==> src/rtl/input_fifo_bank_pkg.sv <==
// Shared definitions for the input FIFO bank and the arbiter that consumes it.
//   FIFO_UNITS    : number of input lanes
//   WORD_SIZE_DEF : default buffered word width
//   clog2()       : ceiling log2, sizes pointers and occupancy counts
package input_fifo_bank_pkg;

  localparam int FIFO_UNITS    = 4;
  localparam int WORD_SIZE_DEF = 12;

  function automatic int clog2(input int value);
    int r;
    r = 0;
    while ((1 << r) < value) r++;
    return r;
  endfunction

endpackage

==> src/rtl/fifo_lane.sv <==
// Single synchronous FIFO lane with first-word-fall-through read data.
// Ports:
//   clk, reset    : clock, synchronous active-high reset
//   push, wr_data : write strobe and data
//   pop           : remove the head word
//   rd_data       : head word (combinational), 0 while empty
//   empty, almost_full, full : registered occupancy flags
//   error         : sticky overflow/underflow indicator, cleared only by reset
//
// Handshake: push and pop are single-cycle strobes with no ready/ack. The writer
// watches almost_full (and full) and must stop pushing; the reader watches empty.
// A push into a full lane without a simultaneous pop, or a pop from an empty
// lane without a simultaneous push, is dropped and latches error.
module fifo_lane
  import input_fifo_bank_pkg::*;
#(
  parameter int WORD_SIZE       = WORD_SIZE_DEF,
  parameter int FIFO_DEPTH      = 8,
  parameter int ALMOST_FULL_LVL = 6
) (
  input  logic                 clk,
  input  logic                 reset,
  input  logic                 push,
  input  logic [WORD_SIZE-1:0] wr_data,
  input  logic                 pop,
  output logic [WORD_SIZE-1:0] rd_data,
  output logic                 empty,
  output logic                 almost_full,
  output logic                 full,
  output logic                 error
);

  localparam int PW = clog2(FIFO_DEPTH);
  localparam int CW = PW + 1;

  localparam logic [PW-1:0] PTR_ONE  = PW'(1);
  localparam logic [CW-1:0] CNT_ONE  = CW'(1);
  localparam logic [CW-1:0] AF_LVL   = CW'(ALMOST_FULL_LVL);
  localparam logic [CW-1:0] FULL_LVL = CW'(FIFO_DEPTH);

  logic [WORD_SIZE-1:0] mem [FIFO_DEPTH];
  logic [PW-1:0]        wr_ptr;
  logic [PW-1:0]        rd_ptr;
  logic [CW-1:0]        count;
  logic [CW-1:0]        count_nxt;
  logic                 do_push;
  logic                 do_pop;
  logic                 overflow;
  logic                 underflow;

  // A full lane still accepts a push when a pop frees the head slot in the
  // same cycle; an empty lane ignores the pop but still takes the push.
  assign do_push   = push && (!full || pop);
  assign do_pop    = pop && !empty;
  assign overflow  = push && full && !pop;
  assign underflow = pop && empty && !push;

  always_comb begin
    count_nxt = count;
    if (do_push && !do_pop)
      count_nxt = count + CNT_ONE;
    else if (!do_push && do_pop)
      count_nxt = count - CNT_ONE;
  end

  always_ff @(posedge clk) begin
    if (reset) begin
      wr_ptr      <= '0;
      rd_ptr      <= '0;
      count       <= '0;
      empty       <= 1'b1;
      almost_full <= 1'b0;
      full        <= 1'b0;
      error       <= 1'b0;
    end else begin
      if (do_push) wr_ptr <= wr_ptr + PTR_ONE;
      if (do_pop)  rd_ptr <= rd_ptr + PTR_ONE;
      count       <= count_nxt;
      empty       <= (count_nxt == '0);
      almost_full <= (count_nxt >= AF_LVL);
      full        <= (count_nxt == FULL_LVL);
      if (overflow || underflow) error <= 1'b1;
    end
  end

  // Storage is not reset; a reset only rewinds the pointers, which discards
  // the contents logically.
  always_ff @(posedge clk) begin
    if (do_push) mem[wr_ptr] <= wr_data;
  end

  assign rd_data = empty ? '0 : mem[rd_ptr];

endmodule

==> src/rtl/input_fifo_bank.sv <==
// Four independent input FIFO lanes feeding the 4-lane arbiter.
// Ports:
//   clk, reset          : clock, synchronous active-high reset
//   fifos_push[i]       : write fifo_wr_data<i> into lane i
//   fifo_wr_data0..3    : write data per lane
//   fifos_pop[i]        : remove head word of lane i (driven by the arbiter)
//   fifo_data_in0..3    : head word per lane (first-word-fall-through), 0 if empty
//   fifos_empty/almost_full/full/error : per-lane flags, error is sticky
// The top only splits the buses onto the lanes; nothing crosses lanes.
module input_fifo_bank
  import input_fifo_bank_pkg::*;
#(
  parameter int WORD_SIZE       = WORD_SIZE_DEF,
  parameter int FIFO_DEPTH      = 8,
  parameter int ALMOST_FULL_LVL = 6
) (
  input  logic                  clk,
  input  logic                  reset,
  input  logic [FIFO_UNITS-1:0] fifos_push,
  input  logic [WORD_SIZE-1:0]  fifo_wr_data0,
  input  logic [WORD_SIZE-1:0]  fifo_wr_data1,
  input  logic [WORD_SIZE-1:0]  fifo_wr_data2,
  input  logic [WORD_SIZE-1:0]  fifo_wr_data3,
  input  logic [FIFO_UNITS-1:0] fifos_pop,
  output logic [WORD_SIZE-1:0]  fifo_data_in0,
  output logic [WORD_SIZE-1:0]  fifo_data_in1,
  output logic [WORD_SIZE-1:0]  fifo_data_in2,
  output logic [WORD_SIZE-1:0]  fifo_data_in3,
  output logic [FIFO_UNITS-1:0] fifos_empty,
  output logic [FIFO_UNITS-1:0] fifos_almost_full,
  output logic [FIFO_UNITS-1:0] fifos_full,
  output logic [FIFO_UNITS-1:0] fifos_error
);

  logic [WORD_SIZE-1:0] wr_data [FIFO_UNITS];
  logic [WORD_SIZE-1:0] rd_data [FIFO_UNITS];

  assign wr_data[0] = fifo_wr_data0;
  assign wr_data[1] = fifo_wr_data1;
  assign wr_data[2] = fifo_wr_data2;
  assign wr_data[3] = fifo_wr_data3;

  assign fifo_data_in0 = rd_data[0];
  assign fifo_data_in1 = rd_data[1];
  assign fifo_data_in2 = rd_data[2];
  assign fifo_data_in3 = rd_data[3];

  for (genvar i = 0; i < FIFO_UNITS; i++) begin : g_lane
    fifo_lane #(
      .WORD_SIZE       (WORD_SIZE),
      .FIFO_DEPTH      (FIFO_DEPTH),
      .ALMOST_FULL_LVL (ALMOST_FULL_LVL)
    ) u_lane (
      .clk         (clk),
      .reset       (reset),
      .push        (fifos_push[i]),
      .wr_data     (wr_data[i]),
      .pop         (fifos_pop[i]),
      .rd_data     (rd_data[i]),
      .empty       (fifos_empty[i]),
      .almost_full (fifos_almost_full[i]),
      .full        (fifos_full[i]),
      .error       (fifos_error[i])
    );
  end

endmodule

==> config.mk <==
export PLATFORM = sky130hd
export DESIGN_NAME = input_fifo_bank
export DESIGN_NICKNAME = d
export VERILOG_FILES = /design/src/rtl/input_fifo_bank_pkg.sv /design/src/rtl/fifo_lane.sv /design/src/rtl/input_fifo_bank.sv
export SDC_FILE = /design/constraint.sdc
export NUM_CORES = 1
export LEC_CHECK = 0
export ABC_AREA = 1
export CAP_MARGIN = 5
export CORE_ASPECT_RATIO = 1.75
export CORE_MARGIN = 2
export CORE_UTILIZATION = 35
export CTS_CLUSTER_DIAMETER = 150
export DETAILED_ROUTE_END_ITERATION = 7
export HOLD_SLACK_MARGIN = 0.06
export PLACE_DENSITY = 0.53
export SYNTH_ARGS = -nofsm -noshare
export SYNTH_HDL_FRONTEND = slang
export SYNTH_SLANG_ARGS = --single-unit
==> constraint.sdc <==
create_clock -name clk -period 2.2 [get_ports clk]
set_input_delay 0.44 -clock clk [delete_from_list [all_inputs] [get_ports clk]]
set_output_delay 0.44 -clock clk [all_outputs]
set_load 0.05 [all_outputs]
==> results.rst <==
.. list-table::
   :header-rows: 1

   * - Metric
     - Value
   * - Result of the run
     - finished with violations
   * - Failing checks
     - setup timing
   * - WP data required
     - ~1.8 ns
   * - Maximum number of pins on one net before global-route repair
     - 49
   * - Buffer depth of the longest clock path
     - 3
   * - Slew of the pin with the lowest slew margin
     - between 0.5 and 0.6 ns
   * - Worst path setup slack after routing
     - -0.231 ns
   * - Maximum vdd drop
     - 0.658 mV
   * - Total DRC errors in the routed layout
     - 0
   * - Top-level port count
     - 122
   * - Net load switching power
     - 5920 uW
   * - Critical path destination
     - fifo_data_in3[1]
   * - Ys Warns
     - 0
   * - Crit Reg-Reg Startpoint
     - g_lane[3].u_lane.empty
   * - Fraction of layout instances using a drive strength above 1
     - 21.9%
   * - Vias in the first global route
     - 12800
   * - Total clock sinks
     - 452
   * - Critical path endpoint category
     - primary output
   * - Overall routed net length
     - 46.7 mm
   * - Clock latency of the later-clocked register in the worst-skew pair
     - between 0.5 and 0.6 ns
   * - Final period demand of the worst path
     - 2.43 ns
   * - R2R Setup Slk
     - approximately 0.35 ns
   * - Die H
     - 307 um
   * - Antenna diode count
     - 0
   * - Average wire per cell in the routed design
     - 18.7 um
   * - Cell type with the largest total area after synthesis
     - sky130_fd_sc_hd__edfxtp_1
   * - Area Overhead vs Synth
     - 30.8%
   * - Startpoint-to-endpoint class of the critical path
     - flip-flop to primary output
   * - Count of different cell masters after synthesis
     - 26
   * - Depth of the most critical reg-to-reg path
     - 8
   * - Post-Route Hold Slack
     - 0.463 ns
   * - CTS root buf
     - sky130_fd_sc_hd__clkbuf_16
   * - Placed cell count
     - 2368
   * - Clock tree from TritonCTS
     - built
   * - Final count of hold timing violations
     - 0
   * - Highest metal used
     - met4
   * - Multi-input combinational cell area
     - 5230 um2
   * - Number of instances in the synthesized netlist
     - 1573
   * - Most common library cell in the layout ignoring fill and taps
     - sky130_fd_sc_hd__edfxtp_1
   * - Element type at the critical path start
     - flip-flop
   * - Register share of total power
     - 45.6%
   * - Post-CTS clock slew at the launch and capture registers of the worst setup and hold paths
     - 0.06 ns
   * - Cell area after synthesis
     - about 18000 um2
   * - Seq/Total Area, Yosys
     - a little over two thirds
   * - Remaining antenna violation count after routing
     - 0
   * - Power Dens Cells
     - roughly 900 nW/um2
   * - Met1 WL
     - ~17 mm
   * - Maximum level of the CTS H-tree
     - 2
   * - Count of non-filler cells in the finished layout
     - 2493
   * - Number of register bits inferred by synthesis
     - 452
   * - Reported max-cap violation count
     - 0
   * - Worst clock skew
     - roughly 0.021 ns
   * - Total GRT Usage
     - 16.8%
   * - Terminus of the critical flop-to-flop path
     - g_lane[3].u_lane.almost_full
   * - Clock buffers created by TritonCTS
     - 43
   * - WL met3
     - 1.77 mm
   * - Total of endpoints with negative setup slack in the final report
     - 48
   * - Routed wl met2
     - 26.5 mm
   * - Area of the core region
     - 51600 um2
   * - Global-route wire length before repair
     - 70.2 mm
   * - Max FO, Critical Path
     - 7
   * - Grt total ovfl
     - 0
   * - FF/Latch Area
     - 12900 um2
   * - Pre-CTS setup slack
     - -0.0177 ns
   * - Share of the clock period used by the worst path after layout
     - 111%
   * - Static Leak
     - around 0.0086 uW
   * - Post-layout instance area
     - 24000 um2
   * - Data arrival time of the worst path
     - 1.99 ns
   * - Proportion of total power due to net switching
     - 27.5%
   * - Port Buffer Count
     - between 100 and 150
   * - Vias/cell
     - between 4 and 5
   * - Clock network power share
     - 33.8%
   * - Type of the tightest min-delay check
     - flip-flop to flip-flop
   * - Cell area reported after detailed placement
     - 21000 um2
   * - Number of antenna violations at the first check in global routing
     - 1
   * - Mean Syn Cell Area
     - 11.6 um2
   * - Count of TritonRoute iterations in the first routing pass
     - 5
   * - Row Count
     - 110
   * - Vias after detailed routing
     - 12300
   * - Combinational Power Share
     - 20.6%
   * - Unrepaired setup endpoints after global routing
     - true
   * - Full die area
     - ~54000 um2
   * - Net count after synthesis
     - 1647
   * - Internal power consumption
     - 15600 uW
   * - Most area-consuming cells after synthesis
     - sky130_fd_sc_hd__edfxtp_1, sky130_fd_sc_hd__nor2_1, sky130_fd_sc_hd__dfxtp_1
   * - Die X
     - 177 um
   * - Filler instances
     - 4642
   * - Share of the synthesized area in the top cell type
     - 63.0%
   * - Quantity of hold-fixing buffers added after cts
     - 0
   * - Final HPWL from detailed placement
     - just over 30 mm
   * - Slew headroom
     - 62.2%
   * - Placer congestion estimate
     - 0.790
   * - Final-report max-slew violation count
     - 0
   * - Highest clock rate
     - 411 MHz
   * - Starting density of the core
     - 35.5%
   * - Highest-count cells in the layout ignoring fill and taps
     - sky130_fd_sc_hd__edfxtp_1, sky130_fd_sc_hd__nor2_1, sky130_fd_sc_hd__o21ai_1
   * - Number of violations reported at the end of detailed-routing iteration 0
     - 742
   * - Nets@finish
     - 1862
[per-stage QoR]
stage               TNS (ns)  utilization (%)  power (uW)
floorplan                  0                -       12100
global placement      -0.139             40.8       13500
detailed placement    -0.113             40.8       13500
CTS                    -9.32             45.2       21500
global route          -13.09             46.4       22400
finish                 -8.20             46.4       21500
[routing by layer]
metal  vias up  track usage [%]
met1      5982             17.5
li1       5939                -
met4         0             6.36
met3        92             2.35
met2       299             33.3
met5         -                0
[kinds of logic (layout without fill, tap and decap cells)]
kind of cell | Yosys count | count (layout) | share of synthesized area [%]
and+or+nand+nor | 547 | 547 | 11.6
DFF | 452 | 452 | 70.4
AOI/OAI and AO/OA | 334 | 334 | 9.60
muxes | 48 | 48 | 2.62
xor gates and xnor gates | 13 | 13 | 0.622
adders and majority gates | 16 | 16 | 1.09
buffers and inverters | 163 | 411 | 4.02
[area by class of cell]
type	instances	area share [%]
clock inverters	24	0.903
repair buffers	256	13.7
inverters	77	1.33
flip-flops and latches	452	53.9
well taps	672	3.51
multi-input cells	958	21.8
clock buffers	54	4.88
[synth_stat cells, drive strengths merged]
library cell,number
edfxtp,384
nor2,371
o21ai,257
nand2,136
inv,77
dfxtp,68
mux2i,48
o22ai,48
buf,44
clkbuf,42
nand3,37
a21oi,29
ha,16
xor2,12
nor3,2
nand4,1
xnor2,1
[power groups by stage]
stage               Sequential, uW  Combinational, uW  Clock, uW
floorplan                     9890               2180          0
global placement              9960               3550          0
detailed placement            9960               3580          0
CTS                           9810               4160       7500
global route                  9840               4760       7810
finish                        9810               4430       7290
[critical path: stages, from the launching register on]
cell	delay [ns]
sky130_fd_sc_hd__dfxtp_4	0.40
sky130_fd_sc_hd__buf_12	0.13
sky130_fd_sc_hd__buf_8	0.12
sky130_fd_sc_hd__nor2_2	0.04
sky130_fd_sc_hd__nor2_1	0.08
sky130_fd_sc_hd__o21ai_1	0.08
sky130_fd_sc_hd__o21ai_1	0.10
sky130_fd_sc_hd__o21ai_1	0.10
sky130_fd_sc_hd__nor2_2	0.23
sky130_fd_sc_hd__buf_12	0.16
[how the worst min path moves through the flow]
stage,startpoint,cells past startpoint,end
2_1_floorplan,g_lane[3].u_lane.rd_ptr[2],2,flip-flop
3_3_place_gp,g_lane[3].u_lane.rd_ptr[2],2,g_lane[3].u_lane.rd_ptr[2]
3_5_place_dp,g_lane[3].u_lane.rd_ptr[2],2,flip-flop
4_1_cts,g_lane[0].u_lane.rd_ptr[2],2,flip-flop
5_1_grt,g_lane[2].u_lane.rd_ptr[2],2,g_lane[2].u_lane.rd_ptr[2]
6_report,g_lane[0].u_lane.rd_ptr[2],2,flip-flop
[flip-flops by register name, summed over array words and instances, names as in the netlist, named ones only]
name,count
g_lane.u_lane.almost_full,4
g_lane.u_lane.count,16
g_lane.u_lane.empty,4
g_lane.u_lane.error,4
g_lane.u_lane.full,4
g_lane.u_lane.mem,384
g_lane.u_lane.rd_ptr,12
g_lane.u_lane.wr_ptr,12
[timing repair]
item                                    CTS  global route
resized for setup                       251           148
buffers inserted                         12            17
endpoints found under the setup margin   57            51
pin swaps                                63            88
cloned                                   14            10
No activity file was read; power rests on OpenSTA's default activity.
